--- src/rtl/eaglesong_sponge_ctrl.sv ---
// Sponge-mode initiator for the Eaglesong permutation: absorbs a byte-granular
// 32-bit word stream, applies DELIM padding, runs one permutation per block and returns the digest.
module eaglesong_sponge_ctrl #(
  parameter int         RATE_WORDS = 8,
  parameter logic [7:0] DELIM      = 8'h06
) (
  input  logic         clk,
  input  logic         rst_n,
  input  logic [31:0]  msg_data,
  input  logic         msg_valid,
  output logic         msg_ready,
  input  logic         msg_last,
  input  logic [2:0]   msg_bytes,
  output logic [31:0]  perm_state_out [0:15],
  output logic         perm_start,
  input  logic [31:0]  perm_state_in [0:15],
  input  logic         perm_done,
  output logic [255:0] digest,
  output logic         digest_valid,
  input  logic         digest_ready
);

  localparam logic [2:0] LAST_IDX = 3'(RATE_WORDS - 1);

  typedef enum logic [2:0] {
    S_IDLE   = 3'd0,
    S_ABSORB = 3'd1,
    S_PAD    = 3'd2,
    S_START  = 3'd3,
    S_WAIT   = 3'd4,
    S_OUTPUT = 3'd5
  } fsm_t;

  fsm_t         fsm_r;
  fsm_t         fsm_next_s;
  logic [31:0]  state_r [0:15];
  logic [2:0]   word_idx_r;
  logic         pad_pending_r;
  logic         final_r;
  logic         msg_ready_r;
  logic         perm_start_r;
  logic         digest_valid_r;
  logic [255:0] digest_r;
  logic [255:0] digest_next_s;
  logic         accept_s;
  logic [2:0]   eff_bytes_s;
  logic         short_last_s;
  logic [3:0]   idx_s;

  // Keep bytes 0..n-1, place DELIM at byte n, zero the rest.
  function automatic logic [31:0] pad_word(input logic [31:0] data, input logic [2:0] n);
    logic [31:0] w;
    case (n)
      3'd0:    w = {DELIM, 24'h000000};
      3'd1:    w = {data[31:24], DELIM, 16'h0000};
      3'd2:    w = {data[31:16], DELIM, 8'h00};
      3'd3:    w = {data[31:8], DELIM};
      default: w = data;
    endcase
    return w;
  endfunction

  assign accept_s     = msg_valid && msg_ready_r && (fsm_r == S_ABSORB);
  assign eff_bytes_s  = (msg_bytes > 3'd4) ? 3'd4 : msg_bytes;
  assign short_last_s = msg_last && (eff_bytes_s < 3'd4);
  assign idx_s        = {1'b0, word_idx_r};

  // Next-state logic for the sponge sequencing FSM.
  always_comb begin
    fsm_next_s = fsm_r;
    case (fsm_r)
      S_IDLE: fsm_next_s = S_ABSORB;
      S_ABSORB: begin
        if (!accept_s) begin
          fsm_next_s = S_ABSORB;
        end else if (short_last_s || (word_idx_r == LAST_IDX)) begin
          fsm_next_s = S_START;
        end else if (msg_last) begin
          fsm_next_s = S_PAD;
        end else begin
          fsm_next_s = S_ABSORB;
        end
      end
      S_PAD:   fsm_next_s = S_START;
      S_START: fsm_next_s = S_WAIT;
      S_WAIT: begin
        if (!perm_done) begin
          fsm_next_s = S_WAIT;
        end else if (final_r) begin
          fsm_next_s = S_OUTPUT;
        end else if (pad_pending_r) begin
          fsm_next_s = S_PAD;
        end else begin
          fsm_next_s = S_ABSORB;
        end
      end
      S_OUTPUT: begin
        if (digest_ready) begin
          fsm_next_s = S_IDLE;
        end else begin
          fsm_next_s = S_OUTPUT;
        end
      end
      default: fsm_next_s = S_IDLE;
    endcase
  end

  // Digest is the rate half of the permutation result, word 0 most significant.
  always_comb begin
    digest_next_s = '0;
    for (int i = 0; i < 8; i++) begin
      digest_next_s[255 - 32*i -: 32] = perm_state_in[i];
    end
  end

  // FSM register and registered handshake outputs derived from the next state.
  always_ff @(posedge clk or negedge rst_n) begin
    if (!rst_n) begin
      fsm_r          <= S_IDLE;
      msg_ready_r    <= 1'b0;
      perm_start_r   <= 1'b0;
      digest_valid_r <= 1'b0;
    end else begin
      fsm_r          <= fsm_next_s;
      msg_ready_r    <= (fsm_next_s == S_ABSORB);
      perm_start_r   <= (fsm_next_s == S_START);
      digest_valid_r <= (fsm_next_s == S_OUTPUT);
    end
  end

  // Sponge state, absorb index, padding flags and digest register.
  always_ff @(posedge clk or negedge rst_n) begin
    if (!rst_n) begin
      for (int i = 0; i < 16; i++) begin
        state_r[i] <= 32'h0;
      end
      word_idx_r    <= 3'd0;
      pad_pending_r <= 1'b0;
      final_r       <= 1'b0;
      digest_r      <= 256'h0;
    end else begin
      case (fsm_r)
        S_IDLE: begin
          for (int i = 0; i < 16; i++) begin
            state_r[i] <= 32'h0;
          end
          word_idx_r    <= 3'd0;
          pad_pending_r <= 1'b0;
          final_r       <= 1'b0;
        end
        S_ABSORB: begin
          if (accept_s) begin
            if (short_last_s) begin
              state_r[idx_s] <= state_r[idx_s] ^ pad_word(msg_data, eff_bytes_s);
              final_r        <= 1'b1;
            end else begin
              state_r[idx_s] <= state_r[idx_s] ^ msg_data;
              word_idx_r     <= word_idx_r + 3'd1;
              if (msg_last) begin
                pad_pending_r <= 1'b1;
              end
            end
          end
        end
        S_PAD: begin
          state_r[idx_s] <= state_r[idx_s] ^ {DELIM, 24'h000000};
          pad_pending_r  <= 1'b0;
          final_r        <= 1'b1;
        end
        S_WAIT: begin
          if (perm_done) begin
            for (int i = 0; i < 16; i++) begin
              state_r[i] <= perm_state_in[i];
            end
            word_idx_r <= 3'd0;
            if (final_r) begin
              digest_r <= digest_next_s;
            end
          end
        end
        default: begin
        end
      endcase
    end
  end

  // State is presented to the permutation continuously.
  always_comb begin
    for (int i = 0; i < 16; i++) begin
      perm_state_out[i] = state_r[i];
    end
  end

  assign msg_ready    = msg_ready_r;
  assign perm_start   = perm_start_r;
  assign digest_valid = digest_valid_r;
  assign digest       = digest_r;

endmodule

--- config.mk ---
export PLATFORM = sky130hd
export DESIGN_NAME = eaglesong_sponge_ctrl
export DESIGN_NICKNAME = d
export VERILOG_FILES = /design/src/rtl/eaglesong_sponge_ctrl.sv
export SDC_FILE = /design/constraint.sdc
export NUM_CORES = 1
export LEC_CHECK = 0
export CAP_MARGIN = 20
export CORE_AREA = 2 2 523 525
export DETAILED_ROUTE_END_ITERATION = 16
export DIE_AREA = 0 0 525 527
export HOLD_SLACK_MARGIN = 0.12
export PLACE_DENSITY_LB_ADDON = 0.08
export SLEW_MARGIN = 30
export SYNTH_ARGS = -nofsm -noshare
export SYNTH_HDL_FRONTEND = slang
export SYNTH_SLANG_ARGS = --single-unit
--- constraint.sdc ---
create_clock -name clk -period 2.5 [get_ports clk]
set_input_delay 0.375 -clock clk [delete_from_list [all_inputs] [get_ports clk]]
set_output_delay 0.375 -clock clk [all_outputs]
set_load 0.01 [all_outputs]
Word-level counts from Yosys, hierarchy flattened
Index checks and enable logic that the tools add are counted.
{"block": "op_classes", "mux": 36, "n_reduce_logical": 17, "n_eq_ne": 17, "bitwise": 4, "order_cmp": 4, "n_addsub": 1}
{"operator": "case mux 512 bit (4 select lines)", "count": 1}
{"operator": "bitwise mux 512 bit", "count": 3}
{"operator": "2-to-1 mux 512 bit", "count": 3}
{"operator": "2-to-1 mux 32 bit", "count": 6}
{"operator": "binary-select mux 32 bit (select 4 bit)", "count": 1}
{"operator": "demux 32 bit (select 4 bit)", "count": 1}
{"operator": "case mux 32 bit (4 select lines)", "count": 1}
{"operator": "XOR 32 bit", "count": 2}
{"operator": "2-to-1 mux 3 bit", "count": 7}
{"operator": "case mux 3 bit (6 select lines)", "count": 1}
{"operator": "== test 3 x 2 -> 1 bit (second input constant)", "count": 5}
{"operator": "== test 3 bit (second input constant)", "count": 4}
{"operator": "!= test 2 bit (second input constant)", "count": 5}
{"operator": "== test 3 x 1 -> 1 bit (second input constant)", "count": 3}
{"operator": "case mux 3 bit (3 select lines)", "count": 1}
{"operator": "AND reduction 3 bit", "count": 3}
{"operator": "2-to-1 mux 2 bit", "count": 4}
{"operator": "AND reduction 4 bit", "count": 2}
{"operator": "zero test 3 bit", "count": 2}
{"operator": "nonzero test 3 bit", "count": 2}
{"operator": "greater-or-equal comparator 5 bit (second input constant)", "count": 1}
{"operator": "less-than comparator 5 x 1 -> 1 bit (second input constant)", "count": 1}
{"operator": "2-to-1 mux 1 bit", "count": 5}
{"operator": "NOT 3 -> 5 bit", "count": 1}
{"operator": "11 further kinds", "count": 14}
{"block": "word_totals", "word_cells": 103, "register_bits": 779, "out_inout_bits": 771, "input_bits": 553}

Longest topological paths before layout
{"block": "depth", "word_depth": 12, "mapped_depth": 10, "ltp_nobuf": 6}

Worst setup path after synthesis
OpenSTA, ideal clock, no wires.
{"block": "synth_timing", "kind": "register to register", "start": "reg word_idx_r[0]", "end": "reg state_r, in the netlist perm_state_out[262]", "slack_ns": 0.416, "synth_period_minus_slack_ns": 2.084, "required_time_ns": 2.369, "n_path_buf": 1, "path_stages_with_launch": 8, "setup_time_ns": 0.131, "t_arrival_ns": 1.954, "cell_sequence": "dfrtp_1 > buf_6 > mux2_4 > a221o_1 > a222oi_1 > xor2_1 > a21oi_2 > o21ai_1"}
{"block": "synth_between", "elab_chain_cells": 9, "elab_cells_between_ends": 17, "classes_between": "order compare: 2; mux: 11; bitwise: 3; reduce/logical: 1"}
{"item": "from (decl)", "line": "37", "source": "logic [2:0] word_idx_r;"}
{"item": "from (signal assigned)", "line": "158", "source": "word_idx_r <= word_idx_r + 3'd1;"}
{"item": "NOT 3 -> 5 bit (not written as such) *", "line": "154, 157, 166"}
{"item": "greater-or-equal comparator 5 bit (not written as such) (tied with other cells)", "line": "154, 157, 166"}
{"item": "logical AND 1 bit (not written as such) or 2-to-1 mux 32 bit (tied branches)", "line": "154, 157, 166"}
{"item": "2-to-1 mux 32 bit (not written as such)", "line": "154, 157, 166"}
{"item": "demux 32 bit (select 4 bit) (tied with other cells)", "line": "154, 157, 166"}
{"item": "bitwise mux 512 bit, on equally long branches", "line": "157, 154"}
{"item": "2-to-1 mux 512 bit", "line": "153", "source": "if (short_last_s) begin"}
{"item": "2-to-1 mux 512 bit", "line": "152", "source": "if (accept_s) begin"}
{"item": "case mux 512 bit (4 select lines) *", "line": "142", "source": "case (fsm_r)"}
{"item": "to (signal, indexed assignment)", "line": "154", "source": "state_r[idx_s] <= state_r[idx_s] ^ pad_word(msg_data, eff_bytes_s);"}
{"item": "to (signal, indexed assignment)", "line": "157", "source": "state_r[idx_s] <= state_r[idx_s] ^ msg_data;"}
{"item": "to (signal, indexed assignment)", "line": "166", "source": "state_r[idx_s] <= state_r[idx_s] ^ {DELIM, 24'h000000};"}
{"item": "to (decl)", "line": "36", "source": "logic [31:0] state_r [0:15];"}
Every way passes the cells marked *; elsewhere a longest branch is shown, timed or not. The select of a mux whose other input is x is not followed.
A chain may end at the register's enable or synchronous reset.

Final worst setup path
{"block": "layout_timing", "start": "reg word_idx_r[0]", "end": "reg state_r, in the netlist perm_state_out[505]"}
Same word-level chain as after synthesis.

==> impl_metrics.json <==
{
  "outcome": "complete, no violations",
  "seqCellArea_um2": 19500,
  "area_growth_pct": 77.5,
  "tns_ns": 0,
  "synthTopCellsByCount": "779 x dfrtp_1, 261 x mux2_2, 258 x a22o_1, 209 x a21oi_1",
  "slew_violations": 0,
  "synth_edf_count": 0,
  "grt_pass1_vias": 35832,
  "fin_util_pct": 22.9,
  "wire_per_inst_um": 33.3,
  "tightestPinTransition_ns": 0.914,
  "fillers": 28968,
  "fin_cells": 8369,
  "async_reset_ff_share_pct": 100,
  "synth.most_common_cell": "dfrtp_1",
  "fin_crit_sh_pct": 99.9,
  "skew_ns": 0.0646,
  "drc": 0,
  "grt_remaining_overflow": 0,
  "clock_sinks": 779,
  "antenna_found_initial": 137,
  "synthFlopType": "dfrtp_1",
  "slew_headroom_pct": 39.1,
  "post-route-min-period_ns": 2.50,
  "end_kind": "flop",
  "cp_data_arrival_time_ns": 3.19,
  "nets": 5197,
  "vias": 34352,
  "crit_type": "reg2reg",
  "regToRegEndpoint": "perm_state_out[505]",
  "r2r-start": "word_idx_r[0]",
  "worstSetupStartpointType": "flop",
  "layout-drive-gt1-share_pct": 19.6,
  "floorplan.rows": 192,
  "setup_viol": 0,
  "synth_area_leader_cell": "dfrtp_1",
  "cts.path.max_buffers": 3,
  "drt-initial-drc-count": 1963,
  "initial_core_util_pct": 12.9,
  "syn_inst": 2921,
  "die_h_um": 527,
  "p_per_area_nw_per_um2": 1170,
  "peakVddDrop_mv": 0.616,
  "syn_nets": 3476,
  "crit_required_ns": 3.19,
  "reg2regPathDepth": 11,
  "hpwl_mm": 218,
  "r2r_slack_ns": 0.003,
  "core_area_um2": 272000,
  "numCtsBuffers": 112,
  "insertion_delay_ns": 0.80,
  "track_usage_pct": 19.4,
  "synth.top_cell.area_share_pct": 55.5,
  "routed_via_density": 4.10,
  "die_w_um": 525,
  "ant_nets": 0,
  "cap_violations": 0,
  "crit_fanout": 8,
  "cts_tree": "built",
  "yosysSeqAreaShare_pct": 55.5,
  "multi_input_area_um2": 14900,
  "syn_avg_cell_area_um2": 12.0,
  "fmax_mhz": 400,
  "die_area_um2": 277000,
  "synth_area_leaders": "dfrtp_1 56%, mux2_2 8.4%, a22o_1 6.4%, a22oi_1 3.7%, mux4_2 3.0%",
  "ys_ff_latch": 779,
  "min_path_type": "in2async",
  "leakagePower_nw": 25.7,
  "rsz0062_at_grt": "true",
  "grt_max_degree": 114,
  "clkTransAtPathRegs_ns": 0.06,
  "numPortBuffers": 1323,
  "clockRootBuffer": "clkbuf_16",
  "io_pins": 1324,
  "dr.pass1.iters": 5,
  "gp_congestion": 0.803,
  "grt_pass1_wl_mm": 362,
  "h-tree-depth": 3,
  "synth_warnings": 0,
  "yosys.cell_types.count": 60,
  "hold_violations": 0,
  "dpl.cell_count": 7888,
  "synthesis.area_um2": 35100,
  "drt-total-wl_mm": 279
}
==> cell families (layout without fill, tap and decap cells) <==
logic type	Yosys count	after routing	share of synthesized area (%)
multiplexers	347	347	12.5
AND/OR/NAND/NOR	370	370	4.75
flip-flops	779	779	55.5
XOR/XNOR	6	6	0.150
AO/OA/AOI/OAI	1153	1153	23.8
adder cells (fa/ha/maj)	2	2	0.0713
buffers and inverters	264	2077	3.21
other	0	46	0
==> metrics by stage <==
stage / hold WS (ns) / power, mW / worst slack [ns] / area, µm²
after floorplan: 0.0794 / 31.0 / 0.416 / 35100
after global placement: 0.410 / 55.1 / -0.581 / 55500
after detailed placement: 0.412 / 55.4 / -0.564 / 55700
after CTS: 0.122 / 74.0 / -0.0562 / 61800
after global routing: 0.178 / 76.6 / -0.0710 / 62300
final: 0.198 / 73.0 / 0.00258 / 62300
==> area by class of cell <==
type / instances / share of cell area, %
antenna: 46 / 0.185
clock buffer: 161 / 5.27
clock inverter: 45 / 1.01
inverter: 10 / 0.0642
multi-input combinational: 1878 / 23.9
sequential: 779 / 31.3
tap: 3589 / 7.21
timing repair buffer: 1861 / 31.1
==> per-layer routing <==
metal  global-route usage (%)  share of wire, %  up-vias
met4                     5.41               3.0       88
met3                     5.87               7.1      367
met1                     21.3                38    17781
met5                        0              0.19        -
li1                         -                 -    14746
met2                     35.7                52     1370
==> report_power, final <==
part / total, mW / switching, mW / internal (mW)
clock network: 17.4 / 7.20 / 10.2
registers: 18.8 / 3.03 / 15.8
logic: 36.8 / 20.3 / 16.6
total: 73.0 / 30.5 / 42.5
==> how the worst max path moves through the flow <==
| stage | start | endpoint | slack [ns] | depth (start not counted) |
|---|---|---|---|---|
| floorplan | word_idx_r[0] | perm_state_out[262] | 0.42 | 7 |
| global placement | msg_last | perm_state_out[362] | -0.58 | 7 |
| detailed placement | msg_last | perm_state_out[458] | -0.56 | 7 |
| CTS | word_idx_r[0] | perm_state_out[497] | -0.06 | 9 |
| global route | word_idx_r[0] | perm_state_out[262] | -0.07 | 10 |
| finish | word_idx_r[0] | perm_state_out[505] | 0.003 | 11 |
==> worst max-delay path: stages, from the launching register on <==
cell and delay [ns]:
dfrtp_4 0.51, buf_6 0.15, buf_16 0.15, buf_12 0.15
buf_4 0.13, mux4_2 0.42, mux2i_2 0.22, buf_4 0.17
a21oi_2 0.04, a31oi_2 0.20, buf_12 0.17, o21a_1 0.11
==> placed cells by master (no fill, tap or decap), drive strengths merged, types with 14 or more instances in the layout <==
cell type      synthesis  final
nor3                  19     19
buf                   79    328
o221ai                42     42
a221oi                32     32
mux4                  47     47
a21oi                222    222
dlygate4sd3            0    207
mux2i                 37     37
clkbuf               175    165
o21ai                212    212
nor2b                 38     38
nand2                171    171
a22o                 258    258
a22oi                178    178
dlygate4sd2            0     14
a221o                 94     94
nand2b                19     19
diode                  0     46
nor2                  88     88
clkinv                 1     31
dfrtp                779    779
o21a                  83     83
clkdlybuf4s50          0   1308
mux2                 263    263
==> repair_timing <==
action | CTS | global route
pin swaps | 3 | 45
setup endpoints to repair | 120 | 136
hold buffers | 207 | 0
gates cloned | 0 | 4
endpoints found under the hold margin | 542 | 0
resized for setup | 32 | 51
setup buffers | 5 | 13
==> sequential cells by signal, summed over array words and instances, names as in the netlist, 3 cells and up <==
name	count
digest	256
fsm_r	3
perm_state_out	512
word_idx_r	3
Note: power is estimated with default switching activity, not from simulation.
==> patch 1: new RTL, same settings <==
`DELIM`: 8'h06 -> 8'h03.
--- a/src/rtl/eaglesong_sponge_ctrl.sv
+++ b/src/rtl/eaglesong_sponge_ctrl.sv
@@ -3,5 +3,5 @@
 module eaglesong_sponge_ctrl #(
   parameter int         RATE_WORDS = 8,
-  parameter logic [7:0] DELIM      = 8'h06
+  parameter logic [7:0] DELIM      = 8'h03
 ) (
   input  logic         clk,
Check against the original RTL: not settled (the Yosys comparison gave no result); the edit may change what the design does.
==> patch 1 against the unedited design <==
The run now ends with antenna rules left; critical path depth shrank 3; sequential cell count is the same; area after synthesis grew 0.67%; routed wire length shrank 4.5%; cell area shrank 2.7%; total power grew 2.8%; worst setup slack gained 0.052 ns; largest cell class unchanged; largest power group unchanged.
==> patch 1: results (changes against the unedited design) <==
[logic_synthesis]
synth_warnings = 0  ; unchanged
synth-async-reset-ratio = 1.00  ; unchanged
synth_top_area_frac = 0.552  ; -0.00368
synth_fp_nets = 3535  ; +1.7%
netlist_top_cells_area = dfrtp_1 (55%), mux2_2 (8.1%), a22o_1 (6.5%), a21oi_1 (4.4%), a221o_1 (3.0%)
synth_common_cells = dfrtp_1 (779), a21oi_1 (312), a22o_1 (261), mux2_2 (253), o21ai_0 (196)
seq_area_frac_synth = 0.552  ; -0.00368
ys.flop_type = dfrtp_1
synth_cell_type_count = 68  ; +13%

[route]
drt_iter0_markers = 2168  ; +10%
met2_length_um = 123000  ; -15%
met1_length_um = 120000  ; +15%
ant_nets = 1  ; +1
drt-total-wl_um = 266000  ; -4.5%
highest_layer = met5
viasPerCell = 4.09  ; -0.28%
dr_wl_met3_um = 18400  ; -6.8%

[power]
p_sw_frac = 0.415  ; -0.00261
vdd_drop_max_v = 0.000536  ; -13%
total_leakage_power_nw = 25.1  ; -2.5%

[status]
violations = antenna rules
outcome = finished with violations

[clocking]
cts_buffer_depth = 3  ; unchanged
cts_resized = 37  ; +16%
post_cts_buffers = 1  ; -4
ctsHoldBuffers = 158  ; -24%
ctsHtreeMaxLevel = 3  ; unchanged

[grt]
met2_usage = 0.299  ; -0.0580
grt_max_degree = 109  ; -4.4%
grt_pass1_vias = 34400  ; -4.0%
grt_use_total = 0.185  ; -0.00842
grt_antenna_before_repair = 45  ; -67%
met3_usage = 0.0510  ; -0.00766
use_met1 = 0.249  ; +0.0363
grt_pass1_wl_um = 350000  ; -3.3%

[placement]
pre_cts_ws_ns = -0.193  ; +0.372 ns
place.gp.congestion = 0.801  ; -0.29%
hpwlAfterDp_um = 207000  ; -5.1%

[critical_path]
critPathArrivalTime_ns = 3.17  ; -0.02 ns
slowest_delay_ns = 0.61  ; +0.10 ns
cp_top_family = multiplexers
startpoint = word_idx_r[0]
crit_fanout = 11  ; +3
cp_slowest_cell = mux4_2

[cells_and_area]
fillerInstances = 29000  ; +0.25%
nNetsFinal = 5139  ; -1.1%
largest_reg_flops = 512  ; unchanged
drive_gt1_frac = 0.177  ; -0.0194

[hold_path]
worstHoldStart = perm_state_in[251]
hp-class = in2reg

[sta]
fin_worst_skew_ns = 0.0269  ; -0.0377 ns
worst-slew-pin-transition_ns = 0.878  ; -0.0352 ns

-- patch 1: cell type report --
cell class,count,area share
repair buffers,1749,0.294
flip-flops and latches,779,0.322
clock inverters,38,0.00782
well taps,3589,0.0741
inverters,8,0.000495
multi-input cells,1934,0.246
diodes,25,0.00103
clock buffers,169,0.0550
-- patch 1: logic make-up after synthesis --
kind of cell             after synthesis  synth area share
AO/OA/AOI/OAI                       1234             0.246
flip-flops                           779             0.552
AND/OR/NAND/NOR                      351            0.0461
multiplexers                         341             0.119
buffers and inverters                267            0.0349
XOR/XNOR                               6           0.00149
adder cells (fa/ha/maj)                2          0.000708
-- patch 1: power by group through the flow --
| stage | Combinational [mW] | Clock [mW] | Sequential, mW |
|---|---|---|---|
| after floorplan | 12.1 | 0 | 21.8 |
| after CTS | 38.0 | 17.6 | 20.9 |
| after detailed placement | 37.6 | 0 | 21.1 |
| after global placement | 37.7 | 0 | 21.1 |
| final | 37.3 | 16.9 | 20.9 |
| after global routing | 39.7 | 18.1 | 21.5 |
-- patch 1: through the flow --
step / hold slack [ns] / power [mW] / cells / area (um2)
2_1_floorplan: 0.0794 / 33.9 / 2980 / 35300
3_3_place_gp: 0.319 / 58.8 / 7892 / 54900
3_5_place_dp: 0.335 / 58.7 / 7892 / 54900
4_1_cts: 0.120 / 76.5 / 8258 / 60400
5_1_grt: 0.150 / 79.3 / 8274 / 60600
6_report: 0.212 / 75.1 / 8291 / 60600
-- patch 1: path summary, 6_finish.rpt --
check	slack, ns	cells past startpoint	end
worst max-delay path	0.05	8	perm_state_out[403]
worst min-delay path	0.21	2	perm_state_out[251]
worst max register to register	0.05	8	perm_state_out[403]
worst min register to register	0.49	1	digest[135]
max in group asynchronous	0.34	4	perm_state_out[493]
min in group asynchronous	0.70	3	perm_state_out[405]
==> patch 2: new RTL, config.mk and constraints unchanged <==
Without the edit above. Reset style: synchronous (`rst_n`), changed in 2 clocked blocks.
--- a/src/rtl/eaglesong_sponge_ctrl.sv
+++ b/src/rtl/eaglesong_sponge_ctrl.sv
@@ -115,5 +115,5 @@
 
   // FSM register and registered handshake outputs derived from the next state.
-  always_ff @(posedge clk or negedge rst_n) begin
+  always_ff @(posedge clk) begin
     if (!rst_n) begin
       fsm_r          <= S_IDLE;
@@ -130,5 +130,5 @@
 
   // Sponge state, absorb index, padding flags and digest register.
-  always_ff @(posedge clk or negedge rst_n) begin
+  always_ff @(posedge clk) begin
     if (!rst_n) begin
       for (int i = 0; i < 16; i++) begin
Check against the original RTL: not settled (the Yosys comparison gave no result); the edit may change what the design does.
==> patch 2 against the unedited design <==
Synthesized cell count decreased by 12%; routed wire length decreased by 11%; worst setup slack better by 0.13 ns; final cell count shrank 7.4%; die area unchanged; count of clock-buffer cells in the layout is 3 lower; area after synthesis down 7.7%; cell area down 10%; sequential cell count is 3 higher; critical endpoint is now state_r[5][28].
Power is not compared: it rests on default switching activity, and its combinational part moved more than twofold at a synthesized area within 25%.
==> patch 2: results (changes against the unedited design) <==
[placement]
place.gp.congestion = 0.792  ; -1.4%
dpl_cell_area_um2 = 52000  ; -6.5%
hpwlAfterDp_um = 202000  ; -7.6%

[route]
drt_iter0_markers = 1561  ; -20%
vias = 27700  ; -19%
met1_length_um = 100000  ; -4.0%
dr_wl_met3_um = 24400  ; +24%
wl_per_cell_um = 32.0  ; -4.0%

[grt]
grt_max_degree = 122  ; +7.0%
grt_pass1_wl_um = 316000  ; -13%
grt_antenna_before_repair = 130  ; -5.1%

[status]
outcome = completed

[cells_and_area]
drive_gt1_frac = 0.124  ; -0.0728
nNetsFinal = 4593  ; -12%

[logic_synthesis]
netlist_top_cells_area = edfxtp_1 (47%), dfxtp_1 (17%), nand2_1 (6.6%), a22o_1 (6.1%), a21boi_0 (6.0%)
synth_fp_nets = 3128  ; -10%
synth_common_cells = nand2_1 (571), edfxtp_1 (512), dfxtp_1 (270), and2_1 (263), a21boi_0 (259)
synth-async-reset-ratio = 0  ; -1.00
synth_cell_type_count = 52  ; -13%

[clocking]
numCtsBuffers = 113  ; +0.89%
clk_latency_ns = 0.78  ; -0.02 ns

[critical_path]
cp_slowest_cell = mux4_2
r2r_cells = 7  ; -4
crit_fanout = 17  ; +9
reg2reg_slack_ns = 0.13  ; +0.13 ns
reg2reg_to = state_r[5][28]

[hold_path]
hp-class = in2reg

-- patch 2: cell count changes in the layout (fill, tap and decap cells not counted), moves of 59 or more --
| cell | unedited run | this run |
|---|---|---|
| a21boi_0 | 0 | 259 |
| a221o_1 | 94 | 0 |
| dfrtp_1 | 776 | 0 |
| dfxtp_1 | 0 | 266 |
| edfxtp_1 | 0 | 512 |
| a22oi_1 | 170 | 0 |
| mux2_2 | 260 | 2 |
| o21ai_0 | 153 | 5 |
| and2_1 | 1 | 261 |
| dlygate4sd3_1 | 207 | 3 |
| buf_4 | 207 | 148 |
| o21a_1 | 83 | 0 |
| nand2_1 | 167 | 563 |
| a21oi_1 | 204 | 10 |
-- patch 2: where the power goes --
group	internal (mW)	switching, mW
logic	2.31	2.47
clock network	9.88	7.08
registers	14.3	0.432
total	26.5	9.99
-- patch 2: worst max-delay path by stage --
stage                                 to  cells after the start   startpoint  slack (ns)
after floorplan           state_r[10][0]                      5     fsm_r[2]       -1.63
after global placement    state_r[1][23]                      8    msg_valid       -0.42
after detailed placement  state_r[7][16]                      8    msg_valid       -0.43
after CTS                    digest[191]                      1  digest[191]        0.02
after global routing       state_r[4][5]                      5    flip-flop       0.006
final                     state_r[5][28]                      7    flip-flop        0.13
-- patch 2: worst max-delay path: cells and delay by family (launching register included) --
kind / cells / cell delay, ns
buffers and inverters: 3 / 0.59
xor gates and xnor gates: 1 / 0.11
DFF: 1 / 0.47
muxes: 2 / 0.70
AOI/OAI and AO/OA: 1 / 0.18
-- patch 2: layer usage --
layer	vias up	global-route usage
met5	-	0
met4	72	0.0373
met3	269	0.0739
met2	1193	0.291
met1	13900	0.204
li1	12300	-
-- patch 2: cells by family after synthesis --
family	Yosys count	synth area share
simple gates	896	0.128
xor+xnor	30	0.0107
buf+inv	208	0.0259
fa+ha+maj	6	0.00232
compound gates	550	0.136
mux	97	0.0561
flops	782	0.641
-- patch 2: through the flow --
stage	worst slack (ns)	hold slack [ns]	utilization	power [mW]	instances
floorplan	-1.63	0.445	-	16.0	2569
global placement	-0.425	0.450	0.192	20.0	7502
detailed placement	-0.431	0.457	0.192	19.9	7502
CTS	0.0150	0.129	0.206	37.4	7723
global route	0.00613	0.190	0.206	37.9	7727
finish	0.133	0.242	0.206	36.5	7751
-- patch 2: final cells by class --
cell class	count	area (um2)
fill	29400	216000
sequential	782	20800
timing repair buffer	1548	15900
multi-input combinational	1579	11000
tap	3589	4490
clock buffer	158	3170
clock inverter	57	654
antenna	28	70.1
inverter	10	41.3
-- patch 2: timing repair --
item	in CTS	in global routing
buffers inserted	3	0
setup endpoints to repair	36	35
endpoints found under the hold margin	23	0
resized for setup	7	6
hold buffers	3	0
